<file path="config.mk">
export PLATFORM = sky130hd
export DESIGN_NAME = bin2bcd_display_flat
export DESIGN_NICKNAME = d
export VERILOG_FILES = /design/src/rtl/seg7_pkg.sv /design/src/rtl/bin2bcd_display_if.sv /design/src/rtl/seg7_digit.sv /design/src/rtl/bin2bcd_display.sv /design/src/flat_wrapper.sv
export SDC_FILE = /design/constraint.sdc
export NUM_CORES = 1
export LEC_CHECK = 0
export BUFFER_PORTS_ARGS = -buffer_cell sky130_fd_sc_hd__buf_2
export CORE_UTILIZATION = 55
export DETAILED_ROUTE_END_ITERATION = 8
export PLACE_DENSITY = 0.77
export SYNTH_ARGS = -nofsm -noshare
export SYNTH_HDL_FRONTEND = slang
export SYNTH_SLANG_ARGS = --single-unit
</file>
<file path="constraint.sdc">
create_clock -name Clock -period 1.9 [get_ports Clock]
set_clock_uncertainty 0.2 [all_clocks]
set_input_delay 0 -clock Clock [delete_from_list [all_inputs] [get_ports Clock]]
set_output_delay 0 -clock Clock [all_outputs]
set_load 0.05 [all_outputs]
</file>
<file path="src/rtl/seg7_pkg.sv">
// Shared seven-segment constants (active-low, bit order g..a) and the
// converter state encoding used by bin2bcd_display.
package seg7_pkg;

  localparam logic [6:0] SEG_0     = 7'b1000000;
  localparam logic [6:0] SEG_1     = 7'b1111001;
  localparam logic [6:0] SEG_2     = 7'b0100100;
  localparam logic [6:0] SEG_3     = 7'b0110000;
  localparam logic [6:0] SEG_4     = 7'b0011001;
  localparam logic [6:0] SEG_5     = 7'b0010010;
  localparam logic [6:0] SEG_6     = 7'b0000010;
  localparam logic [6:0] SEG_7     = 7'b1111000;
  localparam logic [6:0] SEG_8     = 7'b0000000;
  localparam logic [6:0] SEG_9     = 7'b0010000;
  localparam logic [6:0] SEG_BLANK = 7'b1111111;
  localparam logic [6:0] SEG_DASH  = 7'b0111111;

  typedef enum logic [0:0] {
    IDLE = 1'b0,
    CONV = 1'b1
  } state_t;

endpackage

</file>
<file path="src/rtl/bin2bcd_display_if.sv">
// Request/result bundle between the binary source and bin2bcd_display.
interface bin2bcd_display_if #(
  parameter int WIDTH  = 8,
  parameter int DIGITS = 3
);

  logic                  Start;
  logic [WIDTH-1:0]      Value;
  logic                  Busy;
  logic                  Done;
  logic                  Ovf;
  logic [7*DIGITS-1:0]   HEX;

  modport master (
    output Start, Value,
    input  Busy, Done, Ovf, HEX
  );

  modport slave (
    input  Start, Value,
    output Busy, Done, Ovf, HEX
  );

endinterface

</file>
<file path="src/rtl/seg7_digit.sv">
// Combinational BCD to active-low seven-segment decoder with blanking.
module seg7_digit
  import seg7_pkg::*;
(
  input  logic [3:0] i_bcd,
  input  logic       i_blank,
  output logic [6:0] o_seg
);

  always_comb begin
    o_seg = SEG_DASH;
    if (i_blank) begin
      o_seg = SEG_BLANK;
    end else begin
      case (i_bcd)
        4'd0:    o_seg = SEG_0;
        4'd1:    o_seg = SEG_1;
        4'd2:    o_seg = SEG_2;
        4'd3:    o_seg = SEG_3;
        4'd4:    o_seg = SEG_4;
        4'd5:    o_seg = SEG_5;
        4'd6:    o_seg = SEG_6;
        4'd7:    o_seg = SEG_7;
        4'd8:    o_seg = SEG_8;
        4'd9:    o_seg = SEG_9;
        default: o_seg = SEG_DASH;
      endcase
    end
  end

endmodule

</file>
<file path="src/rtl/bin2bcd_display.sv">
// Sequential double-dabble binary-to-BCD converter driving DIGITS seven-segment
// displays. Define BIN2BCD_BLANK_EN to blank leading zero digits.
module bin2bcd_display
  import seg7_pkg::*;
#(
  parameter int WIDTH  = 8,
  parameter int DIGITS = 3
) (
  input  logic             Clock,
  input  logic             Reset,
  bin2bcd_display_if.slave bus
);

  localparam int                BCD_W   = 4 * DIGITS;
  localparam int                CNT_W   = $clog2(WIDTH + 1);
  localparam logic [CNT_W-1:0]  LAST_IT = CNT_W'(WIDTH - 1);

  state_t             r_state;
  logic [CNT_W-1:0]   r_cnt;
  logic               r_busy;
  logic               r_done;
  logic               r_ovf;
  logic [BCD_W-1:0]   r_disp;

  logic [WIDTH-1:0]   r_shift;
  logic [BCD_W-1:0]   r_bcd;
  logic               r_ovf_acc;

  logic [BCD_W-1:0]   w_adj;
  logic [BCD_W-1:0]   w_bcd_nxt;
  logic               w_ovf_nxt;
  logic [DIGITS-1:0]  w_blank;
  logic [7*DIGITS-1:0] w_hex;

  function automatic logic [BCD_W-1:0] add3_digits(input logic [BCD_W-1:0] bcd);
    logic [BCD_W-1:0] res;
    res = bcd;
    for (int i = 0; i < DIGITS; i++) begin
      if (bcd[4*i +: 4] >= 4'd5) res[4*i +: 4] = bcd[4*i +: 4] + 4'd3;
    end
    return res;
  endfunction

  // A set bit 3 in the top digit after add-3 would be shifted out of the register.
  assign w_adj     = add3_digits(r_bcd);
  assign w_bcd_nxt = {w_adj[BCD_W-2:0], r_shift[WIDTH-1]};
  assign w_ovf_nxt = r_ovf_acc | w_adj[BCD_W-1];

  // Datapath: operand capture in IDLE, one shift-and-add-3 step per CONV cycle
  always_ff @(posedge Clock) begin
    if (r_state == IDLE) begin
      if (bus.Start) begin
        r_shift   <= bus.Value;
        r_bcd     <= '0;
        r_ovf_acc <= 1'b0;
      end
    end else begin
      r_shift   <= r_shift << 1;
      r_bcd     <= w_bcd_nxt;
      r_ovf_acc <= w_ovf_nxt;
    end
  end

  // Control FSM and display register
  always_ff @(posedge Clock or posedge Reset) begin
    if (Reset) begin
      r_state <= IDLE;
      r_cnt   <= '0;
      r_busy  <= 1'b0;
      r_done  <= 1'b0;
      r_ovf   <= 1'b0;
      r_disp  <= '0;
    end else begin
      r_done <= 1'b0;
      case (r_state)
        IDLE: begin
          if (bus.Start) begin
            r_state <= CONV;
            r_cnt   <= '0;
            r_busy  <= 1'b1;
          end
        end
        CONV: begin
          if (r_cnt == LAST_IT) begin
            r_state <= IDLE;
            r_busy  <= 1'b0;
            r_done  <= 1'b1;
            r_disp  <= w_bcd_nxt;
            r_ovf   <= w_ovf_nxt;
          end else begin
            r_cnt <= r_cnt + CNT_W'(1);
          end
        end
        default: r_state <= IDLE;
      endcase
    end
  end

`ifdef BIN2BCD_BLANK_EN
  logic w_upper_zero;

  // Digit 0 is never blanked; a dash display overrides blanking.
  always_comb begin
    w_blank      = '0;
    w_upper_zero = 1'b1;
    for (int i = DIGITS - 1; i > 0; i--) begin
      w_upper_zero = w_upper_zero && (r_disp[4*i +: 4] == 4'd0);
      w_blank[i]   = w_upper_zero && !r_ovf;
    end
  end
`else
  assign w_blank = '0;
`endif

  for (genvar g = 0; g < DIGITS; g++) begin : g_digit
    logic [6:0] w_seg;

    seg7_digit u_digit (
      .i_bcd   (r_disp[4*g +: 4]),
      .i_blank (w_blank[g]),
      .o_seg   (w_seg)
    );

    assign w_hex[7*g +: 7] = r_ovf ? SEG_DASH : w_seg;
  end

  assign bus.Busy = r_busy;
  assign bus.Done = r_done;
  assign bus.Ovf  = r_ovf;
  assign bus.HEX  = w_hex;

endmodule

</file>
<file path="src/flat_wrapper.sv">
// flat-port wrapper written by rule: the top's interface ports become plain ports
module bin2bcd_display_flat import seg7_pkg::*;
#(
  parameter int WIDTH  = 8,
  parameter int DIGITS = 3
)
  (Clock, Reset, bus_Start, bus_Value, bus_Busy, bus_Done, bus_Ovf, bus_HEX);
  bin2bcd_display_if #(.WIDTH(WIDTH), .DIGITS(DIGITS)) bus_i ();
  input  logic Clock;
  input  logic Reset;
  input wire logic [$bits(bus_i.Start)-1:0] bus_Start;
  input wire logic [$bits(bus_i.Value)-1:0] bus_Value;
  output wire logic [$bits(bus_i.Busy)-1:0] bus_Busy;
  output wire logic [$bits(bus_i.Done)-1:0] bus_Done;
  output wire logic [$bits(bus_i.Ovf)-1:0] bus_Ovf;
  output wire logic [$bits(bus_i.HEX)-1:0] bus_HEX;
  assign bus_i.Start = bus_Start;
  assign bus_i.Value = bus_Value;
  assign bus_Busy = bus_i.Busy;
  assign bus_Done = bus_i.Done;
  assign bus_Ovf = bus_i.Ovf;
  assign bus_HEX = bus_i.HEX;
  bin2bcd_display #(.WIDTH(WIDTH), .DIGITS(DIGITS)) u_core (.Clock(Clock), .Reset(Reset), .bus(bus_i));
endmodule
</file>
==> results.tsv <==
stage	metric	value	unit
sta	max_freq	547	MHz
logic_synthesis	synthXorXnorAreaFrac	0.328	%
sta	period_needed	1.83	ns
sta	final.period_utilization	96.2	%
route	routed-via-count	2153	
route	ant_nets	0	
clock_network	clkTransAtPathRegs	0.08	ns
critical_path	r2r-start	u_core.r_bcd[8]	
critical_path	crit_type	reg -> out	
global_route	first_global_vias	1940	
critical_path	crit_fanout	5	
critical_path	regToRegSetupSlack	0.08	ns
die	die_w	71.6	um
logic_synthesis	ys_warn_count	0	
logic_synthesis	synth_fp_nets	321	
place	dp_hpwl	3400	um
global_route	grt_pass1_wl	8770	um
sta	final-setup-viol-count	0	
route	first_iter_violations	65	
sta	tightest_slew	0.594	ns
critical_path	cp-end-kind	output port	
layout	fillers	366	
clock_network	clock_path_buffers	2	
logic_synthesis	synth_cells	288	
place	portBuffers	34	
logic_synthesis	synth_cell_types	40	
route	viasPerCell	5.51	
die	num_io_pins	35	
die	core-area	4500	um2
global_route	grt.total_usage	21.9	%
logic_synthesis	synth_edf_count	20	
logic_synthesis	ys.flop_type	edfxtp_1	
route	wirelength	5240	um
run_status	status	finished, final reports clean	
critical_path	worst_ep_arrival_time	1.63	ns
logic_synthesis	synthArstFlopShare	48.8	%
critical_path	worstPathRequired	1.70	ns
clock_network	cts_buffers	5	
logic_synthesis	synth_area_per_cell	9.26	um2
die	start_util	59.2	%
clock_network	htreeDepth	2	
place	gp_congestion	0.819	
layout	syn_to_final_growth	18.4	%
clock_network	cts_root_buf	clkbuf_8	
logic_synthesis	syn_area	2670	um2
logic_synthesis	seq_area_frac_synth	42.0	%
layout	antenna_cells	0	
hold_path	hold_start	bus_Start	
sta	slew_violations	0	
global_route	grt_overflow	0	
critical_path	startpoint	u_core.r_disp[8]	
global_route	antenna_found_initial	0	
critical_path	start_kind	flop	
layout	layout-drive-gt1-share	21.5	%
run	cap_viol_max_count	0	
layout	final_nets	371	
die	dieArea	5130	um2
sta	relSlewSlack	60.4	%
global_route	grt_max_degree	24	
logic_synthesis	yosys.area_share.simple	20.6	%
logic_synthesis	post_synth_fa_ha_maj_area_fraction	10.3	%
logic_synthesis	ys_seq_elements	41	
logic_synthesis	synth_top_family_by_area	simple AND/OR/NAND/NOR gates	
logic_synthesis	synth.largest_area_cell	edfxtp_1	
sta	rsz0062_at_grt	true	
die	die_h	71.6	um
logic_synthesis	ys_top_cells_by_area	edfxtp_1 (23%), dfrtp_1 (19%), ha_1 (10%)	
logic_synthesis	synth_compound_area_share	19.6	%
clock_network	clock_latency	0.29	ns
die	rows	24	
hold_path	hp-class	in -> reg	
sta	hold_slack	0.0522	ns
sta	finalHoldViolations	0	
route	drc	0	
logic_synthesis	synth_mux_area_share	1.17	%
clock_network	cts.sinks	41	
clock_network	cts_tree	yes	
route	drt-wirelength-per-cell	13.4	um
route	dr.pass1.iters	4	
logic_synthesis	yosysTopAreaCellShare	22.5	%
-- synth_stat cells (7+ instances only) --
cell	number
o21bai_1	15
ha_1	22
o21ai_0	10
nand2b_1	15
nand2_1	26
nor2b_1	10
or2_2	7
nor3b_1	8
dfrtp_1	20
nor2_1	26
inv_1	22
a22o_1	7
edfxtp_1	20
a21oi_1	19
-- stage by stage --
step	utilization (%)	area, um2	setup WS [ns]	setup TNS, ns	std cells
after detailed placement	63.9	2880	0.100	0	366
after global routing	70.1	3160	-0.00536	-0.00922	391
after global placement	63.9	2880	0.168	0	366
after floorplan	-	2670	-0.213	-0.639	288
after CTS	68.8	3100	0.00781	0	387
final	70.1	3160	0.0718	0	391
-- sequential cells by signal, indices dropped and copies added, names as in the netlist --
signal / cells
u_core.bus.Ovf: 1
u_core.bus.Done: 1
u_core.r_shift: 8
u_core.r_disp: 12
u_core.r_cnt: 4
u_core.r_ovf_acc: 1
u_core.r_bcd: 12
u_core.r_state: 1
u_core.bus.Busy: 1
-- layout by cell type (no fill, tap or decap), types with 15 or more instances in the layout --
| master | instances |
|---|---|
| buf_2 | 27 |
| nand2_1 | 26 |
| inv_1 | 22 |
| ha_1 | 21 |
| nand2b_1 | 15 |
| buf_4 | 19 |
| o21bai_1 | 15 |
| nor2_1 | 26 |
| a21oi_1 | 16 |
| edfxtp_1 | 20 |
| dfrtp_1 | 17 |
-- worst max-delay path, cell delays in order, from the launching register on --
cell	delay (ns)
dfrtp_1	0.43
ha_1	0.21
or2_2	0.28
a21oi_2	0.14
o21bai_1	0.09
buf_4	0.19
-- final timing paths --
check / to / cells past startpoint
min in group asynchronous: u_core.r_disp[9] / 4
max in group asynchronous: u_core.r_disp[1] / 4
max: bus_HEX[17] / 5
min reg2reg: u_core.r_cnt[0] / 1
max reg2reg: u_core.r_bcd[9] / 5
min: u_core.r_cnt[1] / 4
-- per-layer routing --
layer | global-route usage (%) | wire length [um] | vias to the layer above | share of wire [%]
met5 | 0 | 0 | - | 0
met4 | 7.41 | 65 | 0 | 1.2
met3 | 3.38 | 203 | 7 | 3.9
met2 | 36.8 | 2530 | 64 | 48
met1 | 29.2 | 2440 | 981 | 47
li1 | - | - | 1101 | -
-- cell type report --
class                   instances  area, um2  area share [%]
flip-flops and latches         41       1120            35.6
repair buffers                 57        385            12.2
multi-input cells             210       1410            44.6
well taps                      52       65.1            2.06
inverters                      23       86.3            2.73
clock buffers                   8       90.1            2.85
-- cells by family (layout without fill, tap and decap cells) --
logic type | count (synthesis) | in the layout
multiplexers | 3 | 3
XOR/XNOR | 1 | 1
AO/OA/AOI/OAI | 79 | 79
flip-flops | 41 | 41
AND/OR/NAND/NOR | 105 | 105
buffers and inverters | 37 | 88
adder cells (fa/ha/maj) | 22 | 22
-- what timing repair did --
item | in CTS | in global routing
hold buffers | 10 | 0
endpoints found under the setup margin | 6 | 13
endpoints found under the hold margin | 28 | 0
buffers inserted | 3 | 4
pin swaps | 0 | 3
resized for setup | 5 | 14
Power is left out: the tool's default activity adds up to more than one toggle a clock period on the data nets, which glitch-free logic cannot reach.
